<file path="src/rtl/fpu_lat_pipe.sv">
// Elastic FP result pipeline: LAT valid/ready stages carrying {data, flags, tag},
// with in-flight tag lookup and a sticky fflags accumulator.

module fpu_lat_stage #(
  parameter int W = 1
) (
  input  logic         clk,
  input  logic         rst_n,
  input  logic         flush,
  input  logic         ld,
  input  logic         vld_in,
  input  logic [W-1:0] pay_in,
  output logic         vld,
  output logic [W-1:0] pay
);

  always_ff @(posedge clk or negedge rst_n) begin
    if (!rst_n) begin
      vld <= 1'b0;
      pay <= '0;
    end else begin
      if (flush)   vld <= 1'b0;
      else if (ld) vld <= vld_in;
      // payload only captured when a real entry lands; bubbles leave it untouched
      if (ld && vld_in) pay <= pay_in;
    end
  end

endmodule

module fpu_lat_pipe #(
  parameter int DATA_W = 32,
  parameter int FLAG_W = 5,
  parameter int TAG_W  = 5,
  parameter int LAT    = 1
) (
  input  logic              clk_i,
  input  logic              rst_ni,
  input  logic              flush_i,
  input  logic              in_valid_i,
  output logic              in_ready_o,
  input  logic [DATA_W-1:0] in_data_i,
  input  logic [FLAG_W-1:0] in_flags_i,
  input  logic [TAG_W-1:0]  in_tag_i,
  output logic              out_valid_o,
  input  logic              out_ready_i,
  output logic [DATA_W-1:0] out_data_o,
  output logic [FLAG_W-1:0] out_flags_o,
  output logic [TAG_W-1:0]  out_tag_o,
  input  logic [TAG_W-1:0]  chk_tag_i,
  output logic              chk_hit_o,
  output logic              busy_o,
  output logic [FLAG_W-1:0] fflags_o,
  input  logic              fflags_clr_i
);

  localparam int PW = DATA_W + FLAG_W + TAG_W;

  logic hs;

  generate
    if (LAT == 0) begin : g_bypass
      logic unused_bypass;
      assign unused_bypass = ^{flush_i, chk_tag_i};
      assign out_valid_o   = in_valid_i;
      assign in_ready_o    = out_ready_i;
      assign out_data_o    = in_data_i;
      assign out_flags_o   = in_flags_i;
      assign out_tag_o     = in_tag_i;
      assign chk_hit_o     = 1'b0;
      assign busy_o        = 1'b0;
    end else begin : g_pipe
      // index 0 is the input port, index k+1 is stage k
      logic [LAT:0]          vld_pipe;
      logic [LAT:0][PW-1:0]  pay_pipe;
      logic [LAT-1:0]        ld;
      logic [LAT-1:0]        hit;

      assign vld_pipe[0] = in_valid_i;
      assign pay_pipe[0] = {in_data_i, in_flags_i, in_tag_i};

      for (genvar k = 0; k < LAT; k++) begin : g_stage
        // a stage can load unless it and everything downstream is full and stalled
        assign ld[k] = out_ready_i || !(&vld_pipe[LAT:k+1]);

        fpu_lat_stage #(.W(PW)) u_stage (
          .clk    (clk_i),
          .rst_n  (rst_ni),
          .flush  (flush_i),
          .ld     (ld[k]),
          .vld_in (vld_pipe[k]),
          .pay_in (pay_pipe[k]),
          .vld    (vld_pipe[k+1]),
          .pay    (pay_pipe[k+1])
        );

        assign hit[k] = vld_pipe[k+1] && (pay_pipe[k+1][TAG_W-1:0] == chk_tag_i);
      end

      assign in_ready_o  = ld[0];
      assign out_valid_o = vld_pipe[LAT];
      assign {out_data_o, out_flags_o, out_tag_o} = pay_pipe[LAT];
      assign chk_hit_o   = |hit;
      assign busy_o      = |vld_pipe[LAT:1];
    end
  endgenerate

  assign hs = out_valid_o && out_ready_i;

  // clear takes effect before the same-cycle accumulate
  always_ff @(posedge clk_i or negedge rst_ni) begin
    if (!rst_ni)           fflags_o <= '0;
    else if (fflags_clr_i) fflags_o <= hs ? out_flags_o : '0;
    else if (hs)           fflags_o <= fflags_o | out_flags_o;
  end

endmodule

</file>
<file path="config.mk">
export PLATFORM = sky130hd
export DESIGN_NAME = fpu_lat_pipe
export DESIGN_NICKNAME = d
export VERILOG_FILES = /design/src/rtl/fpu_lat_pipe.sv
export SDC_FILE = /design/constraint.sdc
export NUM_CORES = 1
export LEC_CHECK = 0
export ABC_AREA = 1
export CAP_MARGIN = 10
export CORE_MARGIN = 2
export CORE_UTILIZATION = 38
export CTS_CLUSTER_SIZE = 24
export DETAILED_ROUTE_END_ITERATION = 10
export GPL_TIMING_DRIVEN = 0
export PLACE_DENSITY = 0.75
export SLEW_MARGIN = 25
export SYNTH_ARGS = -nofsm -noshare
export SYNTH_HDL_FRONTEND = slang
export SYNTH_SLANG_ARGS = --single-unit
export TNS_END_PERCENT = 30
</file>
<file path="constraint.sdc">
create_clock -name clk_i -period 1.3 [get_ports clk_i]
set_input_delay 0.26 -clock clk_i [delete_from_list [all_inputs] [get_ports clk_i]]
set_output_delay 0.26 -clock clk_i [all_outputs]
set_load 0.1 [all_outputs]
</file>
# Word-level counts from Yosys, hierarchy flattened
# Index checks and enable logic that the tools add are counted.
[op_classes]
n_eq_ne = 1
mux = 5
bitwise_logic = 1
n_reduce_logical = 7
[op_table]
columns = ["op", "count"]
rows = [
  ["two-way mux 5 bit", 3],
  ["equality test 5 bit", 1],
  ["bitwise OR 5 bit", 1],
  ["nonzero test 2 bit", 2],
  ["logical AND 1 bit", 3],
  ["two-way mux 1 bit", 2],
  ["logical NOT 1 bit", 1],
  ["logical OR 1 bit", 1],
]
[word_totals]
regBits = 48
input_bits = 53
out_inout_bits = 51
word_cells = 17

# Depth between registers and ports, before layout
# Gate-level depths: netlist of the first run.
[logic_depth]
word_depth = 4
ltp_mapped = 6
depth_no_buf = 6

# Hierarchy
# A second synthesis of the first run with hierarchy kept.
[hier_totals]
cells_unflattened = 239
area_unflattened_um2 = 2068.2
[modules_own_cells]
columns = ["module", "instances", "cells_each", "area_each_um2", "seq_area_each_um2"]
rows = [
  ["fpu_lat_stage", 1, 189, 1752.9, 1076.0],
  ["fpu_lat_pipe", 1, 50, 315.3, 125.1],
]

# Least setup slack after synthesis of the first run
# Ideal clock, no wire load.
[synth_timing]
path_type = "reg-to-output"
startpoint = "register g_pipe.g_stage[0].u_stage.pay[3]"
endpoint = "output chk_hit_o"
t_arrival_ps = 2634
required_time_ps = 1040
setup_slack_ps = -1594
stages_incl_launch_ff = 7
path_buffers = 0
cell_sequence = "dfrtp_1 inv_1 nand2_1 nand2_1 nor2_1 nand2_1 nor2_1"
[synth_via]
elab_chain_len = 2
[synth_lines]
columns = ["item", "line", "text"]
rows = [
  ["from (decl)", "14", "output logic [W-1:0] pay"],
  ["from (signal assigned)", "25", "if (ld && vld_in) pay <= pay_in;"],
  ["equality test 5 bit", "97", "assign hit[k] = vld_pipe[k+1] && (pay_pipe[k+1][TAG_W-1:0] == chk_tag_i);"],
  ["logical AND 1 bit", "97", ""],
  ["to (decl)", "51", "output logic chk_hit_o,"],
]
# Every way passes these cells.

# Worst setup path in the final report of the first run
[layout_timing]
startpoint = "register g_pipe.g_stage[0].u_stage.pay[0]"
endpoint = "output chk_hit_o"
# Same word-level chain as after synthesis.

==> results of run 1 <==
==> cell usage in the layout, fill, tap and decap left out, types with 8 or more instances in the layout <==
cell type / count
inv_1: 18
a21oi_2: 8
nand2_1: 51
nor2_2: 12
dfrtp_1: 42
buf_12: 9
nand2_2: 28
clkdlybuf4s50_1: 49
buf_4: 52
nand3_1: 33
==> where the power goes <==
group	leakage, nW	total (W)	switching [W]	internal [W]
combinational	1.17	0.00228	0.00165	0.000634
sequential	0.577	0.00178	0.000115	0.00167
clock	0.0552	0.00106	0.000486	0.000571
total	1.80	0.00512	0.00225	0.00287
==> worst max path at each step <==
stage	from	endpoint	slack [ns]	cells after the start
after floorplan	g_pipe.g_stage[0].u_stage.pay[4]	chk_hit_o	-0.40	6
after global placement	rst_ni	g_pipe.g_stage[0].u_stage.pay[0]	-1.76	1
after detailed placement	chk_tag_i[1]	chk_hit_o	-1.29	8
after CTS	g_pipe.g_stage[0].u_stage.pay[1]	chk_hit_o	-0.37	6
after global routing	g_pipe.g_stage[0].u_stage.pay[0]	chk_hit_o	-0.41	6
final	g_pipe.g_stage[0].u_stage.pay[0]	chk_hit_o	-0.36	6
==> area by class of cell <==
| type | instances | area, um^2 | area share [%] |
|---|---|---|---|
| Buffer | 13 | 146 | 4.02 |
| Clock buffer | 6 | 72.6 | 1.99 |
| Clock inverter | 2 | 35.0 | 0.963 |
| Inverter | 21 | 78.8 | 2.17 |
| Multi-Input combinational cell | 145 | 807 | 22.2 |
| Sequential cell | 48 | 1220 | 33.6 |
| Tap cell | 70 | 87.6 | 2.41 |
| Timing Repair Buffer | 118 | 1190 | 32.7 |
==> registers in the layout (all words and copies together), names as in the netlist <==
register                    cells
fflags_o                        5
g_pipe.g_stage.u_stage.pay     42
g_pipe.g_stage.u_stage.vld      1
==> what timing repair did <==
| action | 4_1_cts | 5_1_grt |
|---|---|---|
| cloned | 0 | 5 |
| gates resized for setup | 327 | 57 |
| hold endpoints to repair | 48 | 0 |
| pin swaps | 6 | 7 |
| setup buffers | 4 | 9 |
| setup endpoints to repair | 51 | 46 |
| hold buffers | 1 | 0 |
==> worst register-to-register path: stages (launching register included) <==
cell and delay, ns:
dfrtp_4 0.51, buf_6 0.14, nand2_8 0.06, buf_12 0.13, nand2_8 0.09, buf_12 0.17, nor2_2 0.09, a21oi_2 0.04
==> through the flow <==
step                      total power (W)  cells
after floorplan                   0.00331    226
after global placement            0.00391    398
after detailed placement          0.00393    398
after CTS                         0.00499    411
after global routing              0.00532    423
final                             0.00512    423
==> logic make-up (layout without fill, tap and decap cells) <==
family / after synthesis / after routing
and+or+nand+nor: 129 / 130
DFF: 48 / 48
buffers and inverters: 34 / 160
AOI/OAI and AO/OA: 15 / 15
==> layer usage <==
layer,vias up,wire [um]
li1,960,-
met1,924,2390
met2,56,2950
met3,5,296
met4,0,44
met5,-,0
==> reports/results.ini, run 1 <==
[placement]
dpl_cell_area_um2 = 3190
place_congestion = 0.749
post-dp-hpwl_mm = 3.80
post-place-ws_ns = -1.29
numPortBuffers = 102

[synth]
synthMuxAreaShare_pct = 0
synth.distinct_cells = 16
synth_ff_type = dfrtp_1
synth_edf_count = 0
netlist_area_um2 = 2050
synthCells = 226
netlist_top_cells_count = nand2_1, dfrtp_1, nand3_1, inv_1
synth_top_area_cell = dfrtp_1
syn_avg_cell_area_um2 = 9.05
yosys-top-cells-area = dfrtp_1, nand2_1, nand3_1, inv_1, a21oi_2
synth-simple-area-share_pct = 27.5
ys_seq_area_share_pct = 58.7
syn_nets = 279
synth.most_common_cell = nand2_1
synth_top_family_by_area = simple AND/OR/NAND/NOR gates
synth_fa_ha_area_share_pct = 0
synth_async_sr_flop_share_pct = 100
yosys_warnings = 0
synth_seq_cells = 48
synth-compound-area-share_pct = 5.44
synth_xor_area_share_pct = 0
synth_top_area_share_pct = 58.7

[sta]
finalCriticalPeriod_ns = 1.66
setup_viol_count_final = 19
hold_ws_ns = 0.327
grt_setup_unrepaired = true
period_share_pct = 128
finalHoldViolCount = 0
setup_ws_ns = -0.362
worst_pin_slew_ns = 0.624
clock_skew_ns = 0.00805
relSlewSlack_pct = 58.4
slew_viol_final = 0
clock.fmax_mhz = 602
fin_tns_setup_ns = -1.39

[global_routing]
grt-ovfl-total = 0
grt.busiest_layer = met2
grtUsageMet2_pct = 33.4
antenna_found_initial = 0
grt_pass1_vias = 1922
use_met3_pct = 4.88
grt_max_degree = 49
grtUsageTotal_pct = 18.9
grt_pass1_wl_mm = 9.08
use_met1_pct = 23.2

[cts]
numCtsBuffers = 5
clock_sinks = 48
cts_tree = built
clockBufferDepth = 2
clk_latency_ns = 0.30
clk_pin_slew_worst_paths_ns = 0.09
htree_levels = 2
clock-root-buffer = clkbuf_8

[critical_path]
path_max_fanout = 3
rrSetupSlack_ns = -0.04
path_cells = buf_4 > nor2_2 > nor2_2 > nand2_2 > nor2_4 > buf_12
arrival_ns = 1.40
required_ns = 1.04
start_kind = flip-flop
crit_path_top_delay_cell = dfrtp_4
cpPeakStageDelay_ns = 0.49
worstReg2RegStart = g_pipe.g_stage[0].u_stage.vld
critPathKind = flip-flop to output pin
critPathMostFrequentCell = nor2_2
r2r_cells = 7
cp.buffers_inverters = 2
r2r_end = g_pipe.g_stage[0].u_stage.pay[9]
cp_top_family = flip-flops
end_kind = output pin

[outcome]
violations = negative setup slack
outcome = finished with violations

[cells_and_area]
final_area_um2 = 3640
layout-drive-gt1-share_pct = 42.2
area_growth_pct = 77.9
antenna_cells = 0
nFillCells = 442
nets = 405
finish.utilization_pct = 70.8

[die]
initial_core_util_pct = 39.8
die_area_um2 = 5990
rows = 26
die_height_um = 77.4
design.core.area_um2 = 5140
io_pins = 104
die_w_um = 77.4

[worst_hold_path]
hold_end = g_pipe.g_stage[0].u_stage.vld
hold_depth = 3
hold_path_class = primary input to flip-flop
hold_start = in_valid_i

[detailed_routing]
vias = 1945
drt_iter0_markers = 74
ant_nets = 0
vias_per_cell = 4.60
drtPass1Iterations = 4
drc = 0
post_drt_wl_per_cell_um = 13.4
wl_mm = 5.68

[flow_run]
maxCapViolCount = 0

[power]
p_leak_nw = 1.80
vdd_drop_max_v = 0.000679
power.density_nw_per_um2 = 1410

No activity file was read; power rests on OpenSTA's default activity.
==> run 2, diff against run 1 <==
HOLD_SLACK_MARGIN = 0.02   (was unset)
PLACE_DENSITY = 0.77   (was 0.75)
==> reports/results.ini, run 2 (synthesis results as in run 1) <==
[outcome]
outcome = finished with violations
violations = negative setup slack

[detailed_routing]
wl_mm = 5.48  ; -3.4%
post_drt_wl_per_cell_um = 13.0  ; -3.2%
drc = 0  ; unchanged
vias_per_cell = 4.56  ; -0.90%
ant_nets = 0  ; unchanged
drt_iter0_markers = 59  ; -20%
vias = 1923  ; -1.1%
drtPass1Iterations = 4  ; unchanged

[worst_hold_path]
hold_start = in_valid_i
hold_depth = 3  ; unchanged
hold_path_class = primary input to flip-flop

[cells_and_area]
nets = 404  ; -0.25%
most-common-layout-cells = nand2_1, buf_4, clkdlybuf4s50_1
largest_reg_flops = 42  ; unchanged
layout-drive-gt1-share_pct = 35.5  ; -6.7 points
top_regs = g_pipe.g_stage.u_stage.pay (42), fflags_o (5), g_pipe.g_stage.u_stage.vld (1)
area_growth_pct = 73.6
final_common_cell = nand2_1
antenna_cells = 0  ; unchanged
top_register = g_pipe.g_stage.u_stage.pay
finish.utilization_pct = 69.1  ; -1.7 points
final_area_um2 = 3550  ; -2.4%
instances_no_fill = 422  ; -0.24%

[global_routing]
grtUsageTotal_pct = 17.8  ; -1.1 points
grt_max_degree = 49  ; unchanged
grt-ovfl-total = 0  ; unchanged
antenna_found_initial = 0  ; unchanged
grt_pass1_wl_mm = 8.56  ; -5.7%
grt_pass1_vias = 1803  ; -6.2%

[cts]
clock-root-buffer = clkbuf_8
clk_latency_ns = 0.29  ; about the same
numCtsBuffers = 5  ; unchanged
cts_tree = built
clock_sinks = 48  ; unchanged
clk_pin_slew_worst_paths_ns = 0.08  ; about the same
htree_levels = 2  ; unchanged
clockBufferDepth = 2  ; unchanged

[critical_path]
r2r_cells = 7  ; unchanged
path_max_fanout = 3  ; unchanged
worstReg2RegStart = g_pipe.g_stage[0].u_stage.vld
cpPeakStageDelay_ns = 0.50  ; about the same
cp.buffers_inverters = 1  ; -1
arrival_ns = 1.40  ; about the same
critPathMostFrequentCell = nand2_1
rrSetupSlack_ns = -0.04  ; about the same
crit_path_top_delay_cell = dfrtp_4
required_ns = 1.04  ; about the same
startpoint = g_pipe.g_stage[0].u_stage.pay[1]
r2r_end = g_pipe.g_stage[0].u_stage.pay[6]
start_kind = flip-flop
critPathKind = flip-flop to output pin
cp_top_family = flip-flops
cp.depth = 6  ; unchanged
path_cells = nand2_2 > nand2_1 > nor2_1 > nand2_1 > nor2_4 > buf_12
crit_end = chk_hit_o
end_kind = output pin

[flow_run]
maxCapViolCount = 0  ; unchanged

[placement]
post-dp-hpwl_mm = 3.59  ; -5.4%
dpl.cell_count = 398  ; unchanged
numPortBuffers = 102  ; unchanged
place_congestion = 0.727  ; -3.0%
dpl_cell_area_um2 = 3190  ; unchanged

[sta]
slew_viol_final = 0  ; unchanged
setup_ws_ns = -0.361  ; +0.00147 ns
finalCriticalPeriod_ns = 1.66  ; -0.00147 ns
clock.fmax_mhz = 602  ; about the same
period_share_pct = 128  ; about the same
worst_pin_slew_ns = 0.616  ; -0.00799 ns
grt_setup_unrepaired = true
clock_skew_ns = 0.00523  ; -0.00283 ns
finalHoldViolCount = 0  ; unchanged
relSlewSlack_pct = 59.0  ; +0.53 points
setup_viol_count_final = 21  ; +2

[power]
combinationalPowerShare_pct = 45.3  ; +0.7 points
p_leak_nw = 1.76  ; -2.1%
total_power_w = 0.00489  ; -4.5%
internal_power_w = 0.00269  ; -6.4%
power.density_nw_per_um2 = 1380  ; -2.1%
p_clk_share_pct = 18.4  ; -2.2 points
switching_share_pct = 45.0  ; +1.1 points
power.switching_w = 0.00220  ; -2.1%
vdd_drop_max_v = 0.000715  ; +5.2%
p_seq_share_pct = 36.2  ; +1.4 points

[die]
design.core.area_um2 = 5140  ; unchanged
initial_core_util_pct = 39.8  ; unchanged
rows = 26  ; unchanged
die_area_um2 = 5990  ; unchanged
io_pins = 104  ; unchanged
die_height_um = 77.4  ; unchanged
die_w_um = 77.4  ; unchanged

==> run 2: cell types whose count changed in the layout (fill, tap and decap cells not counted), moves of 2 or more <==
cell,previous run,this run
nor2_2,12,0
nand2_1,51,70
nor2_4,1,9
buf_8,4,2
buf_4,52,55
nand2_2,28,10
nor2_1,0,4
==> run 2: worst min path at each step <==
| stage | endpoint |
|---|---|
| after floorplan | fflags_o[0] |
| after global placement | g_pipe.g_stage[0].u_stage.pay[13] |
| after detailed placement | g_pipe.g_stage[0].u_stage.pay[7] |
| after CTS | g_pipe.g_stage[0].u_stage.vld |
| after global routing | g_pipe.g_stage[0].u_stage.vld |
| final | g_pipe.g_stage[0].u_stage.vld |
==> run 2: repair_timing <==
item,CTS,global route
setup buffers,2,10
hold endpoints to repair,48,0
gates cloned,0,4
resized for setup,325,35
hold buffers,1,0
endpoints found under the setup margin,51,50
pin swaps,3,2
==> run 2: tightest hold or removal path, delay by kind of cell <==
kind                   cells  cell delay [ns]
buffers and inverters      2             0.28
AOI/OAI and AO/OA          1             0.06
==> run 2: per-layer routing <==
layer  routed length, um  vias to the layer above  part of all wire (%)  GRT usage (%)
met4                  23                        0                  0.42           3.75
met5                   0                        -                     0              0
met3                 352                        2                   6.4           6.16
li1                    -                      958                     -              -
met2                2790                       58                    51           29.0
met1                2320                      905                    42           23.1
==> run 2: final cells by class <==
cell class,instances,area [um^2]
buffer,13,139
clock buffer,8,90.1
fill,449,1590
inverter,21,78.8
multi-input combinational,145,788
sequential,48,1220
tap,70,87.6
timing repair buffer,117,1140
==> run 2: metrics by stage <==
| step | hold WS (ns) | setup TNS, ns | setup slack [ns] |
|---|---|---|---|
| floorplan | -0.0356 | -0.401 | -0.401 |
| global placement | 0.454 | -100.15 | -1.73 |
| detailed placement | 0.314 | -30.99 | -1.27 |
| CTS | 0.291 | -1.50 | -0.357 |
| global route | 0.356 | -3.07 | -0.428 |
| finish | 0.338 | -1.13 | -0.361 |
==> run 2: power by group through the flow <==
stage	registers (W)	logic, W	clock network, W
after floorplan	0.00299	0.000320	0
after global placement	0.00179	0.00212	0
after detailed placement	0.00179	0.00213	0
after CTS	0.00177	0.00212	0.000929
after global routing	0.00180	0.00231	0.000996
final	0.00177	0.00222	0.000902
==> run 3, diff against run 2 <==
CORE_MARGIN = 10   (was 2)
SLEW_MARGIN = unset   (was 25)
==> reports/results.ini, run 3 (synthesis results as in run 1) <==
[sta]
clock_skew_ns = 0.00274  ; -0.00249 ns
worst_pin_slew_ns = 0.437  ; -0.179 ns
grt_setup_unrepaired = true
setup_ws_ns = -0.352  ; +0.00862 ns
hold_ws_ns = 0.303  ; -0.0352 ns
slew_viol_final = 0  ; unchanged
finalCriticalPeriod_ns = 1.65  ; -0.00862 ns
finalHoldViolCount = 0  ; unchanged
period_share_pct = 127  ; -0.66 points
clock.fmax_mhz = 605  ; +0.52%
setup_viol_count_final = 5  ; -76%
relSlewSlack_pct = 70.9  ; +12 points

[detailed_routing]
vias = 1856  ; -3.5%
ant_nets = 0  ; unchanged
vias_per_cell = 4.45  ; -2.3%
drc = 0  ; unchanged
post_drt_wl_per_cell_um = 14.9  ; +14%
drt_iter0_markers = 62  ; +5.1%
wl_mm = 6.20  ; +13%
drtPass1Iterations = 4  ; unchanged

[critical_path]
start_kind = flip-flop
path_max_fanout = 3  ; unchanged
end_kind = output pin
rrSetupSlack_ns = -0.01  ; +0.03 ns
critPathKind = flip-flop to output pin
worstReg2RegStart = g_pipe.g_stage[0].u_stage.vld
arrival_ns = 1.39  ; about the same
r2r_end = g_pipe.g_stage[0].u_stage.pay[7]
required_ns = 1.04  ; about the same
r2r_cells = 7  ; unchanged

[worst_hold_path]
hold_start = in_valid_i
hold_depth = 3  ; unchanged
hold_end = g_pipe.g_stage[0].u_stage.vld
hold_path_class = primary input to flip-flop

[flow_run]
maxCapViolCount = 0  ; unchanged

[cts]
clockBufferDepth = 2  ; unchanged
clock-root-buffer = clkbuf_8
cts_tree = built
htree_levels = 2  ; unchanged
clock_sinks = 48  ; unchanged
clk_pin_slew_worst_paths_ns = 0.08  ; about the same
clk_latency_ns = 0.29  ; about the same
numCtsBuffers = 5  ; unchanged

[outcome]
outcome = finished with violations
violations = negative setup slack

[power]
power.density_nw_per_um2 = 1440  ; +4.4%
vdd_drop_max_v = 0.000744  ; +4.0%
p_leak_nw = 1.70  ; -3.8%

[die]
initial_core_util_pct = 39.6  ; -0.25 points
design.core.area_um2 = 5170  ; +0.63%
io_pins = 104  ; unchanged
die_height_um = 93.4  ; +21%
die_area_um2 = 8720  ; +46%
rows = 26  ; unchanged
die_w_um = 93.4  ; +21%

[cells_and_area]
top_regs = g_pipe.g_stage.u_stage.pay (42), fflags_o (5), g_pipe.g_stage.u_stage.vld (1)
most-common-layout-cells = nand2_1, buf_4, clkdlybuf4s50_1
top_register = g_pipe.g_stage.u_stage.pay
final_common_cell = nand2_1
regArea_um2 = 1220  ; unchanged
antenna_cells = 0  ; unchanged
largest_reg_flops = 42  ; unchanged
multi_input_area_um2 = 706  ; -10%
layout-drive-gt1-share_pct = 32.0  ; -3.5 points
nets = 399  ; -1.2%
finish.utilization_pct = 64.9  ; -4.2 points
final_area_um2 = 3360  ; -5.4%
area_growth_pct = 64.2
nFillCells = 473  ; +5.3%

[global_routing]
antenna_found_initial = 0  ; unchanged
grt_max_degree = 32  ; -35%
grt_pass1_wl_mm = 9.64  ; +13%
grt-ovfl-total = 0  ; unchanged
grtUsageTotal_pct = 13.8  ; -4.0 points
grt_pass1_vias = 1853  ; +2.8%

[placement]
dpl_cell_area_um2 = 3210  ; +0.55%
post-place-ws_ns = -1.30  ; -0.0297 ns
place_congestion = 0.755  ; +3.9%
post-dp-hpwl_mm = 4.65  ; +29%
numPortBuffers = 102  ; unchanged

-- run 3: changes by cell type in the layout (fill, tap and decap cells not counted), moves of 3 or more --
cell | previous run | this run
nand2_1 | 70 | 79
nand2_2 | 10 | 1
nor2_2 | 0 | 8
nor2_4 | 9 | 1
buf_6 | 6 | 10
buf_12 | 8 | 5
buf_4 | 55 | 52
clkbuf_16 | 3 | 0
-- run 3: what timing repair did --
| action | in CTS | in global routing |
|---|---|---|
| setup buffers | 0 | 9 |
| endpoints found under the setup margin | 51 | 9 |
| gates resized for setup | 319 | 16 |
| pin swaps | 4 | 1 |
| hold buffers | 1 | 0 |
| endpoints found under the hold margin | 17 | 0 |
-- run 3: cell type report --
cell class	count	share of cell area, %
inverters	21	2.35
plain buffers	13	3.54
flip-flops and latches	48	36.4
clock buffers	8	2.68
well taps	70	2.61
multi-input cells	144	21.0
repair buffers	113	31.4
-- run 3: worst max-delay path by stage --
stage	from	to	slack, ns	depth (start not counted)
after floorplan	g_pipe.g_stage[0].u_stage.pay[4]	chk_hit_o	-0.40	6
after global placement	rst_ni	g_pipe.g_stage[0].u_stage.pay[0]	-1.74	1
after detailed placement	chk_tag_i[4]	chk_hit_o	-1.30	8
after CTS	g_pipe.g_stage[0].u_stage.pay[4]	chk_hit_o	-0.35	6
after global routing	g_pipe.g_stage[0].u_stage.pay[0]	chk_hit_o	-0.49	6
final	g_pipe.g_stage[0].u_stage.pay[4]	chk_hit_o	-0.35	6
-- run 3: metrics by stage --
stage               cells  setup TNS (ns)  power, W
finish                417          -0.948   0.00483
detailed placement    399          -30.61   0.00395
CTS                   408          -0.865   0.00483
global placement      398          -99.71   0.00392
global route          417           -1.95   0.00506
floorplan             226          -0.401   0.00331
-- run 3: worst max-delay path: stages, from the launching register on --
cell	delay [ns]
dfrtp_4	0.50
nand2_2	0.06
nand2_1	0.04
nor2_1	0.10
nand2_1	0.10
nor2_4	0.12
buf_12	0.18
-- run 3: where the power goes --
group	total (W)	switching, W	internal [W]
combinational	0.00216	0.00162	0.000539
clock	0.000910	0.000475	0.000435
sequential	0.00176	0.0000974	0.00167
-- run 3: metal layers --
| metal | wire [um] | GRT usage (%) | up-vias |
|---|---|---|---|
| li1 | - | - | 945 |
| met1 | 2640 | 15.9 | 846 |
| met2 | 3000 | 22.6 | 60 |
| met3 | 519 | 6.79 | 5 |
| met4 | 42 | 3.08 | 0 |
| met5 | 0 | 0 | - |
==> variant 1: new RTL, settings of run 3 <==
Change the parameter `FLAG_W` from 5 to 4.
--- a/src/rtl/fpu_lat_pipe.sv
+++ b/src/rtl/fpu_lat_pipe.sv
@@ -32,3 +32,3 @@
   parameter int DATA_W = 32,
-  parameter int FLAG_W = 5,
+  parameter int FLAG_W = 4,
   parameter int TAG_W  = 5,
Ports: changed (resized fflags_o, in_flags_i and out_flags_o); port bits go from 104 to 101. The function was not compared with the original's and may differ.
==> variant 1 against run 3 <==
  * The run still ends with negative setup slack left
  * Area after synthesis is 6.5% lower
  * Total power fell by 4.2%
  * Sequential power shrank 4%
  * Sequential cell count fell by 2
  * Critical path depth did not move
  * Worst hold slack lost 0.043 ns
  * Final area fell by 6.3%
  * Register-to-register slack got worse by 0.12 ns
  * Setup slack got worse by 0.016 ns
  * Largest cell class unchanged
  * Wire length shrank 5.1%
  * First-iteration DRC count rose by 61%
==> variant 1: results (changes against run 3) <==
- Outcome: finished, violations left
- Failing checks: negative setup slack
- HPWL Detailed: 4320 um (-7.0%)
- Met1 GRT Util: 17.5% (+1.5 points)
- Total track usage: 14.1% (+0.24 points)
- Initial DRC count: 100 (+61%)
- Worst Path Arrival: 1.41 ns (+0.02 ns)
- M3 GR Usage: 5.43% (-1.4 points)
- Via total after detailed routing: 1,815 (-2.2%)
- Hold slack: 0.260 ns (-0.0425 ns)
- Biggest regs: g_pipe.g_stage.u_stage.pay: 41 flops, fflags_o: 4 flops, g_pipe.g_stage.u_stage.vld: 1 flops
- Insertion delay to the later sink of the worst-skew pair: 0.29 ns (about the same)
- Layout Nets: 382 (-4.3%)
- Worst reg2reg endpoint: g_pipe.g_stage[0].u_stage.pay[24]
- Routed length per placed instance: 14.8 um (-0.59%)
- Top cells by count, synth: 80 x nand2_1, 46 x dfrtp_1, 33 x nand3_1
- Largest cells by area after synthesis: dfrtp_1 60%, nand2_1 16%, nand3_1 8.6%
- Pre-CTS setup slack: -1.32 ns (-0.0168 ns)
- Largest net degree at the start of global routing: 38 (+19%)
- Syn_nets: 271 (-2.9%)
- Layout cells sized above 1: 25.4% (-6.6 points)
- Critical Path Source: g_pipe.g_stage[0].u_stage.pay[1]
- Port-buffer cells: 99 (-2.9%)
- Slew HR: 70.4% (-0.49 points)
- Total negative slack: -2.05 ns (-1.10 ns)
- Reg2Reg Depth: 8 (+1)
- Clock Path Buffers: 2 (unchanged)
- Count of final setup violators: 26 (+21)
- Synth unique cells: 13 (-3)
- Worst VDD drop: 0.000758 V (+2.0%)
- Placer Congestion: 0.750 (-0.69%)
- First-pass GRT wire length: 9670 um (+0.28%)
- Final WS setup: -0.368 ns (-0.0161 ns)
- FF-to-FF setup slack: -0.13 ns (-0.12 ns)
- Met2 Use GR: 22.4% (-0.25 points)
==> variant 1: changes by cell type after synthesis, sizes merged <==
cell and change:
a21oi -1, buf -1, clkbuf +1, dfrtp -2
inv -2, nor2 -1, o22ai -1
==> variant 1: kinds of logic (layout without fill, tap and decap cells) <==
kind of cell | after synthesis | after routing | share of synthesized area, %
flops | 46 | 46 | 60.2
simple gates | 128 | 128 | 28.2
compound gates | 13 | 13 | 3.66
buf+inv | 32 | 144 | 7.98
==> variant 1: layout make-up <==
| cell class | count | area (um^2) |
|---|---|---|
| repair buffers | 105 | 998 |
| inverters | 19 | 71.3 |
| well taps | 67 | 83.8 |
| flip-flops and latches | 46 | 1170 |
| fillers | 423 | 1640 |
| clock buffers | 8 | 90.1 |
| multi-input cells | 141 | 628 |
| plain buffers | 12 | 100 |
==> variant 1: stage by stage <==
step,cell area [um^2],cells
floorplan,1950,219
global placement,3020,385
detailed placement,3040,386
CTS,3120,398
global route,3150,398
finish,3150,398
==> variant 1: worst max-delay path: stages, from the launching register on <==
cell and delay [ns]:
dfrtp_4 0.49, nand2_2 0.07, nand2_1 0.05, nor2_1 0.12, nand2_1 0.10, nor2_4 0.11
buf_12 0.18
==> variant 1: metal layers <==
metal	routed length, um	vias to the layer above
li1	-	903
met1	2590	835
met2	2770	66
met3	421	11
met4	95	0
met5	0	-
==> variant 1: power by group <==
part | internal, W | switching [W] | leakage [nW]
combinational | 0.000507 | 0.00154 | 1.01
clock | 0.000434 | 0.000458 | 0.0455
sequential | 0.00160 | 0.0000935 | 0.553
total | 0.00254 | 0.00209 | 1.61
==> variant 1: timing repair <==
item | 4_1_cts | 5_1_grt
hold endpoints to repair | 9 | 0
setup endpoints to repair | 49 | 50
hold buffers | 1 | 0
pin swaps | 7 | 1
gates resized for setup | 316 | 8
buffers inserted | 4 | 0
==> variant 2: new RTL, settings of run 3 <==
Without the edit above. Reset style: synchronous (`rst_n` and `rst_ni`), changed in 2 clocked blocks.
--- a/src/rtl/fpu_lat_pipe.sv
+++ b/src/rtl/fpu_lat_pipe.sv
@@ -16,3 +16,3 @@
 
-  always_ff @(posedge clk or negedge rst_n) begin
+  always_ff @(posedge clk) begin
     if (!rst_n) begin
@@ -110,3 +110,3 @@
   // clear takes effect before the same-cycle accumulate
-  always_ff @(posedge clk_i or negedge rst_ni) begin
+  always_ff @(posedge clk_i) begin
     if (!rst_ni)           fflags_o <= '0;
Check against the original RTL: differs if rst_ni is asserted again (counterexample within 4 cycles, from zero or initial values and one cycle with rst_ni low); with rst_ni held inactive, the same outputs for 10 cycles.
==> variant 2 against run 3 <==
  * The flow still finishes with violations (negative setup slack)
  * Sequential cell count unchanged
  * Register-to-register slack better by 0.29 ns
  * Worst hold slack improved by 0.17 ns
  * Cell count rose by 0.48%
  * Area after synthesis shrank 7.4%
  * First-iteration DRC count up 15%
  * Final area down 7.0%
  * Non-clock buffer count is 8 lower
  * Total power is 15% lower
  * Largest cell class is now non-clock buffers
  * Wire length is 12% lower
  * Critical path type unchanged
  * Setup slack better by 0.089 ns
==> variant 2: results (changes against run 3) <==
- Leakage: 1.38 nW (-18%)
- Total negative slack: -0.263 ns (+0.685 ns)
- Ys flop type: dfxtp_1
- Total track usage: 12.9% (-0.92 points)
- Number of global-route vias before repair: 1,776 (-4.2%)
- Pre-CTS setup slack: -1.24 ns (+0.0605 ns)
- Hold Path Sink: fflags_o[0]
- Switch Pwr: 0.00155 W (-29%)
- Critical Path Source: g_pipe.g_stage[0].u_stage.pay[1]
- Hold slack: 0.471 ns (+0.168 ns)
- Clock skew: 0.00302 ns (+0.000281 ns)
- # placed instances: 409 (+2.5%)
- Placer Congestion: 0.713 (-5.6%)
- Failing checks: negative setup slack
- Syn_nets: 292 (+4.7%)
- Top cells by count, synth: 68 x nor2_1, 48 x dfxtp_1, 30 x o21ai_0
- Sw frac: 37.6% (-7.7 points)
- Comb group: 0.00140 W (-35%)
- Slew HR: 78.7% (+7.8 points)
- R2r startpoint: g_pipe.g_stage[0].u_stage.vld
- Layout cells sized above 1: 31.8% (-0.17 points)
- Reg2Reg Depth: 5 (-2)
- Initial DRC count: 71 (+15%)
- Worst reg2reg endpoint: g_pipe.g_stage[0].u_stage.pay[38]
- Layout Nets: 404 (+1.3%)
- CP max-delay cell: dfxtp_4
- Vias per inst: 4.34 (-2.5%)
- Outcome: finished, violations left
- Count of final setup violators: 1 (-4)
- Largest net degree at the start of global routing: 15 (-53%)
- Sequential share of the synthesized area: 50.7% (-8.0 points)
- Routed length per placed instance: 13.1 um (-12%)
- Port-buffer cells: 103 (+0.98%)
- FF-to-FF setup slack: 0.28 ns (+0.29 ns)
- Final WS setup: -0.263 ns (+0.0890 ns)
- Synth unique cells: 18 (+2)
- Seq power: 0.00164 W (-7%)
- Hold path start: fflags_o[0]
[variant 2: routing by layer]
| layer | routed length (um) | vias up | GRT usage [%] |
|---|---|---|---|
| met3 | 485 | 4 | 5.49 |
| met1 | 2320 | 777 | 14.5 |
| met2 | 2630 | 60 | 21.6 |
| li1 | - | 977 | - |
| met4 | 40 | 0 | 3.98 |
| met5 | 0 | - | 0 |
[variant 2: layout make-up]
cell class                      count  area, um^2
Fill cell                         452        1660
Clock buffer                        8         121
Buffer                             13         124
Multi-Input combinational cell    164         787
Tap cell                           67        83.8
Timing Repair Buffer              105         965
Inverter                           14        60.1
Sequential cell                    48         983
[variant 2: repair_timing]
action | in CTS | in global routing
setup buffers | 0 | 2
pin swaps | 3 | 5
setup endpoints to repair | 51 | 36
resized for setup | 317 | 21
endpoints found under the hold margin | 0 | 0
gates cloned | 0 | 0
[variant 2: kinds of logic after synthesis]
logic type | synth area share [%]
compound gates | 12.7
buf+inv | 9.51
flops | 50.7
simple gates | 27.1
